File: src/rtl/sbus_master.sv
// Host-command to strobe-bus master: one SETUP/STROBE/HOLD bus cycle per command, then a held response.
// Optional macro SBUS_MASTER_RANGE_CHECK_EN rejects addresses outside the GPIO register window.
module sbus_master #(
   parameter int STROBE_CYCLES = 2,
   parameter int ADDR_W        = 16
) (
   input  logic              clk,
   input  logic              n_reset,
   input  logic              cmd_valid,
   output logic              cmd_ready,
   input  logic              cmd_wr,
   input  logic [ADDR_W-1:0] cmd_addr,
   input  logic [31:0]       cmd_wdata,
   output logic              rsp_valid,
   input  logic              rsp_ready,
   output logic [31:0]       rsp_rdata,
   output logic              rsp_err,
   output logic [ADDR_W-1:0] saddress,
   output logic              srd,
   output logic              swr,
   output logic [31:0]       sdata_wr,
   input  logic [31:0]       sdata_rd
);

   typedef enum logic [2:0] {IDLE, SETUP, STROBE, HOLD, RESP} state_t;

   state_t            state_q, state_d;
   logic              wr_q, wr_d;
   logic [ADDR_W-1:0] addr_q, addr_d;
   logic [31:0]       wdata_q, wdata_d;
   logic [31:0]       rdata_q, rdata_d;
   logic              err_q, err_d;
   logic [3:0]        cnt_q, cnt_d;
   logic              addr_ok;
   logic              bus_act;

`ifdef SBUS_MASTER_RANGE_CHECK_EN
   always_comb begin
      addr_ok = (cmd_addr == ADDR_W'('h1094)) || (cmd_addr == ADDR_W'('h1098)) ||
                (cmd_addr == ADDR_W'('h109C));
   end
`else
   always_comb begin
      addr_ok = 1'b1;
   end
`endif

   always_comb begin
      state_d = state_q;
      wr_d    = wr_q;
      addr_d  = addr_q;
      wdata_d = wdata_q;
      rdata_d = rdata_q;
      err_d   = err_q;
      cnt_d   = cnt_q;
      case (state_q)
         IDLE: begin
            if (cmd_valid) begin
               wr_d    = cmd_wr;
               addr_d  = cmd_addr;
               wdata_d = cmd_wr ? cmd_wdata : 32'd0;
               rdata_d = 32'd0;
               cnt_d   = 4'd0;
               err_d   = !addr_ok;
               // Rejected commands skip the bus entirely and respond next cycle.
               state_d = addr_ok ? SETUP : RESP;
            end
         end
         SETUP: state_d = STROBE;
         STROBE: begin
            if (cnt_q == 4'(STROBE_CYCLES - 1)) begin
               state_d = HOLD;
               if (!wr_q) rdata_d = sdata_rd;
            end else begin
               cnt_d = cnt_q + 4'd1;
            end
         end
         HOLD: state_d = RESP;
         RESP: if (rsp_ready) state_d = IDLE;
         default: state_d = IDLE;
      endcase
   end

   always_ff @(posedge clk) begin
      if (!n_reset) begin
         state_q <= IDLE;
         wr_q    <= 1'b0;
         addr_q  <= '0;
         wdata_q <= 32'd0;
         rdata_q <= 32'd0;
         err_q   <= 1'b0;
         cnt_q   <= 4'd0;
      end else begin
         state_q <= state_d;
         wr_q    <= wr_d;
         addr_q  <= addr_d;
         wdata_q <= wdata_d;
         rdata_q <= rdata_d;
         err_q   <= err_d;
         cnt_q   <= cnt_d;
      end
   end

   // Bus outputs decode straight from registered state so they are zero outside a transfer.
   assign bus_act   = (state_q == SETUP) || (state_q == STROBE) || (state_q == HOLD);
   assign saddress  = bus_act ? addr_q : '0;
   assign sdata_wr  = bus_act ? wdata_q : 32'd0;
   assign srd       = (state_q == STROBE) && !wr_q;
   assign swr       = (state_q == STROBE) && wr_q;
   assign cmd_ready = (state_q == IDLE);
   assign rsp_valid = (state_q == RESP);
   assign rsp_rdata = rdata_q;
   assign rsp_err   = err_q;

endmodule
File: config.mk
export PLATFORM = sky130hd
export DESIGN_NAME = sbus_master
export DESIGN_NICKNAME = d
export VERILOG_FILES = /design/src/rtl/sbus_master.sv
export SDC_FILE = /design/constraint.sdc
export NUM_CORES = 1
export LEC_CHECK = 0
export ABC_CLOCK_PERIOD_IN_PS = 4200
export BUFFER_PORTS_ARGS = -buffer_cell sky130_fd_sc_hd__buf_2
export CAP_MARGIN = 40
export CORE_MARGIN = 2
export CORE_UTILIZATION = 51
export DETAILED_ROUTE_END_ITERATION = 8
export PLACE_DENSITY = 0.85
export SYNTH_ARGS = -nofsm -noshare
export SYNTH_HDL_FRONTEND = slang
export SYNTH_SLANG_ARGS = --single-unit
File: constraint.sdc
create_clock -name clk -period 4.2 [get_ports clk]
set_clock_uncertainty 0.15 [all_clocks]
set_input_delay 1.05 -clock clk [delete_from_list [all_inputs] [get_ports clk]]
set_output_delay 1.05 -clock clk [all_outputs]
set_load 0.05 [all_outputs]
==> results of run 1 <==
## worst max-delay path by stage
stage / from / slack (ns) / to
after floorplan: state_q[0] / 1.39 / sdata_wr[11]
after global placement: state_q[0] / 1.38 / sdata_wr[3]
after detailed placement: state_q[0] / 1.30 / sdata_wr[3]
after CTS: state_q[0] / 0.92 / sdata_wr[3]
after global routing: state_q[1] / 0.77 / saddress[14]
final: state_q[0] / 0.94 / sdata_wr[17]
## stage by stage
step           hold slack [ns]  area [um^2]  setup WS [ns]  utilization [%]
3_5_place_dp             0.290         4660           1.30             63.9
2_1_floorplan            0.277         3850           1.39                -
6_report                 0.297         4890          0.937             67.1
4_1_cts                  0.303         4890          0.919             67.1
5_1_grt                  0.316         4890          0.766             67.1
3_3_place_gp             0.283         4640           1.38             63.7
## kinds of logic (layout without fill, tap and decap cells)
family          Yosys count  after routing  share of synthesized area, %
other cells               1              1                        0.0974
flops                    88             88                          45.8
fa+ha+maj                 2              2                         0.650
mux                      32             32                          8.32
simple gates            238            238                          29.6
compound gates           61             61                          9.10
xor+xnor                  1              1                         0.228
buf+inv                  43            193                          6.21
## worst max-delay path, stage by stage, from the launching register on
cell and delay (ns):
sky130_fd_sc_hd__dfxtp_1 0.64, sky130_fd_sc_hd__nor2_1 0.16, sky130_fd_sc_hd__nor2_2 0.12, sky130_fd_sc_hd__buf_4 0.34, sky130_fd_sc_hd__and2_1 0.19, sky130_fd_sc_hd__buf_2 0.26
## placed cells by master (no fill, tap or decap), types with 2 or more instances in the layout
cell type	netlist	routed
sky130_fd_sc_hd__ha_1	2	2
sky130_fd_sc_hd__nor3_1	2	2
sky130_fd_sc_hd__buf_4	2	5
sky130_fd_sc_hd__mux2i_1	32	32
sky130_fd_sc_hd__nand3b_1	2	2
sky130_fd_sc_hd__nand2_1	133	133
sky130_fd_sc_hd__inv_1	2	2
sky130_fd_sc_hd__nor2b_1	2	2
sky130_fd_sc_hd__buf_2	11	168
sky130_fd_sc_hd__clkbuf_8	0	10
sky130_fd_sc_hd__nor2_1	6	5
sky130_fd_sc_hd__nor3b_1	2	2
sky130_fd_sc_hd__dfxtp_1	88	88
sky130_fd_sc_hd__a21oi_1	52	52
sky130_fd_sc_hd__bufinv_16	0	2
sky130_fd_sc_hd__nand3_1	33	33
sky130_fd_sc_hd__and2_1	50	50
## area by class of cell
cell class	count	area (um^2)
Clock buffer	10	138
Clock inverter	6	90.1
Fill cell	638	2400
Inverter	3	11.3
Multi-Input combinational cell	335	1870
Sequential cell	88	1760
Tap cell	99	124
Timing Repair Buffer	174	898
## registers in the layout (all words and copies together) (netlist names)
signal     cells
cnt_q          4
state_q        3
rsp_rdata     32
wdata_q       32
addr_q        16
wr_q           1
## routing by layer
layer	up-vias	track usage (%)
met1	1647	25.2
met2	140	38.7
met5	-	0
met4	0	8.59
li1	1812	-
met3	9	4.51
## power by group through the flow
stage	logic, uW	clock network, uW	registers (uW)
floorplan	428	0	973
global placement	544	0	942
detailed placement	557	0	945
CTS	557	666	926
global route	599	696	935
finish	554	646	926
==> results summary, run 1 <==
The count of maximum capacitance violations came out at 0. The total power per unit cell area is approximately 430 mW/mm^2. The number of buffers added for setup after CTS came out at 0. The largest vdd supply drop is about 240 uV.

The most used flip-flop cell after synthesis is sky130_fd_sc_hd__dfxtp_1. The share of cells above drive strength 1 is between 30% and 40%. The slack of the worst reg-to-reg path came out at approximately 1.8 ns.

The final number of max-transition violations is 0. The horizontal die dimension came out at between 90 and 100 um. The number of cells in the finished layout apart from fillers came out at slightly above 700.

The wire length on met3 came out at 679 um. The worst max-slew margin expressed relative to the limit came out at 57.3%. The setup violation total in the final timing report is 0. The worst hold path terminates at wdata_q[11]. The share of async-settable or async-resettable flops after synthesis is 0%. The fraction of the yosys area taken by sequential cells came out at roughly 46%. The share of total power in combinational logic is a little over a quarter. The detailed-route wire length on metal 1 is around 3800 um. The number of hold-repair buffers added at the cts stage is 0. The number of vias after detailed routing came out at roughly 3600. The share of the clock period used by the worst path is between 70 and 80%. The cell type with the highest aggregate area in the netlist is sky130_fd_sc_hd__dfxtp_1.

The worst setup path is of the flop to primary output kind. The wire length after detailed routing is 9060 um. In this run the core area contains 31 standard-cell rows. The number of instances in the placed design came out at around 700.

In this run the critical register-to-register path is captured at rsp_rdata[9]. The mean post-synth cell area is slightly above 8 um^2. Setup repair after global routing left no endpoint under its margin. The layout net count is between 600 and 700. Summed over all nets, the switching power comes to roughly 710 uW. Counting along the longest clock path gives a buffer depth of 2. TritonCTS built the clock tree. The first detailed-routing pass ran for 4 iterations.

The met2 wire length is 4430 um. The first-pass GRT wire length is about 15000 um. The worst register-to-register path begins at state_q[1]. The endpoint required time on the critical path came out at 3.00 ns. The data arrival time of the critical path came out at just over 2 ns. Setup total negative slack on the finished layout was measured at 0 ns. The count of endpoints failing hold in the final timing report came out at 0. The register bit count reported by yosys came out at between 80 and 90. The clock drives around 90 sinks. The total power of the final layout is approximately 2100 uW. The share of total power dissipated in the clock network is 30.4%.

Detailed placement ended at an HPWL of between 6000 and 7000 um. For this run, the top clock speed supported by timing is around 310 MHz. After clock tree synthesis, the clock-pin slew on the worst setup and hold paths is approximately 0.08 ns. CTS built an H-tree with a depth of 3. Yosys attributes the largest share of cell area to sky130_fd_sc_hd__dfxtp_1 46%, sky130_fd_sc_hd__nand2_1 13%, sky130_fd_sc_hd__mux2i_1 8.3%. The initial utilization of the core area, before any placement, comes to between 50 and 60%. The worst reg-to-reg path cell count is 4. The endpoint class of the critical path is a primary output.

The final critical-path required period is 3.26 ns. The pin count of the biggest net entering global routing came out at between 50 and 60. The vias per cell came out at 5.05.

For the pin with the worst max-slew slack, the measured transition is ~0.64 ns. The static leakage came out at 0.00232 uW. The combined area of all synthesized cells is a little under 0.004 mm^2. The total congestion overflow is 0. The total core area is roughly 0.0073 mm^2. Among all cell types in the netlist, the one instantiated most often is sky130_fd_sc_hd__nand2_1. The sequential power share came out at 43.6%. The number of antenna violations at the first check in global routing is 0. The area growth from synthesis to layout is 27.0%. In the routed design, unresolved DRC markers number 0. Clock tree synthesis inserted a total of 9 buffers. The number of nets produced by synthesis came out at roughly 550. The share of total power consumed by net switching came out at around a third. The cell internal power dissipation came out at 1420 uW. The cell count of the worst hold path is 2. The per-cell routed wire length came out at about 13 um. The portion of synthesized cell area occupied by the leading cell type is between 40% and 50%. The number of routed nets with antenna violations is 0. The number of violations reported at the end of detailed-routing iteration 0 came out at 105. The repair_antennas step left the layout with diodes totalling 0. Synthesis produced a netlist whose cell count is between 400 and 500. By count the netlist is led by 133 x sky130_fd_sc_hd__nand2_1, 88 x sky130_fd_sc_hd__dfxtp_1, 52 x sky130_fd_sc_hd__a21oi_1, 50 x sky130_fd_sc_hd__and2_1, 33 x sky130_fd_sc_hd__nand3_1. The global-route usage over all layers came out at a little over a fifth. The congestion estimate from routability-driven global placement came to between 0.8 and 0.9. The critical path launch point type is a flop. The height of the die is just over 90 um. The topmost layer with routed signal wires is met4. The number of global-route vias before repair came out at around 3400.

Of all nets on the critical path, the largest fanout is 48. The quantity of gates resized following cts is 0. In this run the clock root is driven by a sky130_fd_sc_hd__clkbuf_8. The clock latency at the later pin of the worst-skew pair came out at about 0.33 ns.

The top-level I/O count is 170. The number of input and output port buffers inserted came out at 168. The number of warnings printed during yosys synthesis is 0.

The floorplan step defined a die boundary enclosing slightly above 0.008 mm^2. The min-delay analysis places its worst path in the category flop to flop. Counting flops with a built-in enable in the synthesized netlist gives 0. The unique cell type count in the Yosys netlist is 37. The flow ran to the end, and the final reports show no timing, DRC or antenna violations.

The startpoint of the most critical hold path is wdata_q[11].
Note: power is estimated with default switching activity, not from simulation.
==> run 2: changes to the inputs <==
==> config.mk (replaced) <==
export PLATFORM = sky130hd
export DESIGN_NAME = sbus_master
export DESIGN_NICKNAME = d
export VERILOG_FILES = /design/src/rtl/sbus_master.sv
export SDC_FILE = /design/constraint.sdc
export NUM_CORES = 1
export LEC_CHECK = 0
export ABC_CLOCK_PERIOD_IN_PS = 2700
export BUFFER_PORTS_ARGS = -buffer_cell sky130_fd_sc_hd__buf_2
export CAP_MARGIN = 40
export CORE_MARGIN = 2
export CORE_UTILIZATION = 43
export DETAILED_ROUTE_END_ITERATION = 8
export PLACE_DENSITY = 0.77
export SYNTH_ARGS = -nofsm -noshare
export SYNTH_HDL_FRONTEND = slang
export SYNTH_SLANG_ARGS = --single-unit
==> constraint.sdc (replaced) <==
create_clock -name clk -period 2.7 [get_ports clk]
set_clock_uncertainty 0.15 [all_clocks]
set_input_delay 0.675 -clock clk [delete_from_list [all_inputs] [get_ports clk]]
set_output_delay 0.675 -clock clk [all_outputs]
set_load 0.05 [all_outputs]
==> run 2 against run 1 <==
Net effect: die area up 18%; worst setup slack worse by 0.81 ns; cell area up 0.72%; combinational power up 62%; core utilization down 11 points; register-to-register slack worse by 1.2 ns; clock power up 44%; sequential power up 56%; non-clock buffer count up 4; hold slack about the same; global-route usage down 2.4 points; total power up 54%; critical path type unchanged.
==> results summary, run 2 (synthesis results as in run 1) <==
The final critical-path required period is ~2.6 ns. The fraction of the core area covered by cells at the end of the flow is between 50% and 60%. Buffers placed on the I/O ports in this run total about 170. The total power of the final layout came out at 3270 uW. The count of maximum capacitance violations came out at 0.

The worst setup path is of the flop to primary output kind. The total iterations of the first detailed-routing run came out at 4. The number of design rule violations left after detail routing came out at 0. The vias per cell came out at roughly 5. The share of cells above drive strength 1 came out at around a third. The routability congestion estimate from global placement is a little over 0.8.

STA puts the critical path data required time at between 1.5 and 2 ns. Leaving out fill and tap cells, the most frequent cells in the layout are 168 x sky130_fd_sc_hd__buf_2, 133 x sky130_fd_sc_hd__nand2_1, 87 x sky130_fd_sc_hd__dfxtp_1. The sum of negative setup slack is 0 ns. The number of buffers between clock root and the deepest sink came out at 2. The data arrival time of the critical path is 1.75 ns. Detailed routing inserted a total of around 3600 vias. Dividing total power by cell area gives a power density of 664 mW/mm^2. 170 I/O pins were placed. The H-tree was split into 3 levels. The horizontal die dimension came out at 98.6 um. For this design the total switching power over the nets is 1130 uW. The setup violation total in the final timing report is 0. The total congestion overflow came out at 0. The maximum fanout along the worst path came out at 48. The share of the clock period used by the worst path is ~95%. The largest vdd supply drop is ~320 uV. The detailed placer's ending HPWL is between 6000 and 7000 um.

The global-route usage over all layers is 19.2%. The area growth from synthesis to layout is 27.9%. The number of buffers added for setup after CTS came out at 0. Clock tree synthesis found a total of between 80 and 90 sinks. The number of routed nets with antenna violations is 0. The actual slew at the worst max-slew pin is just under 0.7 ns. The detailed router finished its first iteration with 94 violations. The clock tree from TritonCTS is built. The effective utilization at floorplan is 44.1%.

The count of endpoints failing hold in the final timing report came out at 0. The number of hold-repair buffers added at the cts stage is 0. The tree is rooted in a sky130_fd_sc_hd__clkbuf_8. The height of the die is slightly below 100 um. The number of antenna violations at the first check in global routing is 0. The share of total power in combinational logic is between 20% and 30%.

The final number of max-transition violations was 0. The count of inserted antenna diode cells is 0. The per-cell routed wire length came out at 13.1 um. The highest clock rate came out at between 300 and 400 MHz. The worst setup path is captured at a primary output.

The number of buffers created by CTS is 9. The full die area came out at a little under 0.01 mm^2. The first global-routing pass estimated approximately 15000 um of wire. The number of rows in the core area came out at 34. Sequential cells account for 44.0% of the total power. The number of fill cells in the layout is a little over 800. The fraction of power consumed by the clock network came out at 28.5%.

The clock edge transition at the registers on the reported setup and hold paths is 0.08 ns. The library cell used most frequently in the layout, excluding fill and tap cells, is sky130_fd_sc_hd__buf_2. The pin count of the biggest net entering global routing is 51.

The tightest min-delay check is of the flop to flop type. Setup repair after global routing left no endpoint under its margin. The clock latency at the later pin of the worst-skew pair came out at 0.35 ns. The static leakage is between 0.002 and 0.0025 uW. For this block, the routed nets add up to approximately 9600 um of wire. The cell internal power dissipation came out at roughly 2100 uW.

The worst setup path is launched from a flop. The core region is 0.00872 mm^2. The layout net count came out at about 700. Headroom to the max-slew limit came out at a little over half.

Net switching is approximately a third of the power. The flow ran to the end, and the final reports show no timing, DRC or antenna violations. The number of global-route vias before repair is between 3000 and 4000. The quantity of gates resized following cts came out at 1.
## run 2: cell types whose count changed in the layout (fill, tap and decap cells not counted)
cell / change
sky130_fd_sc_hd__buf_4: +3
sky130_fd_sc_hd__buf_12: +1
sky130_fd_sc_hd__dfxtp_4: +1
sky130_fd_sc_hd__bufinv_16: -1
sky130_fd_sc_hd__dfxtp_1: -1
sky130_fd_sc_hd__clkinvlp_4: +1
## run 2: through the flow
stage	hold slack (ns)	setup WS, ns	instance area (um^2)	cells
after detailed placement	0.290	0.322	4720	712
final	0.298	0.125	4920	728
after CTS	0.302	0.0942	4920	728
after global placement	0.285	0.388	4720	712
after global routing	0.318	0.000125	4920	728
after floorplan	0.277	0.262	3850	466
## run 2: metal layers
| layer | vias up | wire [um] | global-route usage (%) |
|---|---|---|---|
| met2 | 152 | 4500 | 33.3 |
| met3 | 6 | 832 | 5.32 |
| met1 | 1611 | 4160 | 23.0 |
| li1 | 1826 | - | - |
| met4 | 0 | 70 | 6.32 |
| met5 | - | 0 | 0 |
## run 2: worst max-delay path: stages (launching register included)
cell                      delay, ns
sky130_fd_sc_hd__dfxtp_1       0.48
sky130_fd_sc_hd__nor2_1        0.14
sky130_fd_sc_hd__nor2_2        0.15
sky130_fd_sc_hd__buf_12        0.20
sky130_fd_sc_hd__and2_1        0.16
sky130_fd_sc_hd__buf_2         0.26
## run 2: path summary, 6_finish.rpt
check | depth (start not counted) | endpoint | from | slack (ns)
setup / recovery | 5 | sdata_wr[20] | state_q[0] | 0.13
hold / removal | 2 | wdata_q[19] | wdata_q[19] | 0.30
setup reg to reg | 4 | cnt_q[3] | state_q[2] | 0.58
hold reg to reg | 2 | wdata_q[19] | wdata_q[19] | 0.30
## run 2: cell type report
| type | instances | area [um^2] | share of cell area (%) |
|---|---|---|---|
| repair buffers | 178 | 941 | 19.1 |
| multi-input cells | 335 | 1870 | 37.9 |
| inverters | 3 | 11.3 | 0.229 |
| flip-flops and latches | 88 | 1770 | 35.8 |
| clock buffers | 10 | 138 | 2.79 |
| clock inverters | 6 | 67.6 | 1.37 |
| well taps | 108 | 135 | 2.74 |
## run 2: power by group through the flow
stage               clock (uW)  combinational [uW]  sequential (uW)
finish                     931                 900             1440
global route              1020                 973             1450
CTS                        962                 908             1440
detailed placement           0                 908             1470
global placement             0                 888             1460
floorplan                    0                 665             1510
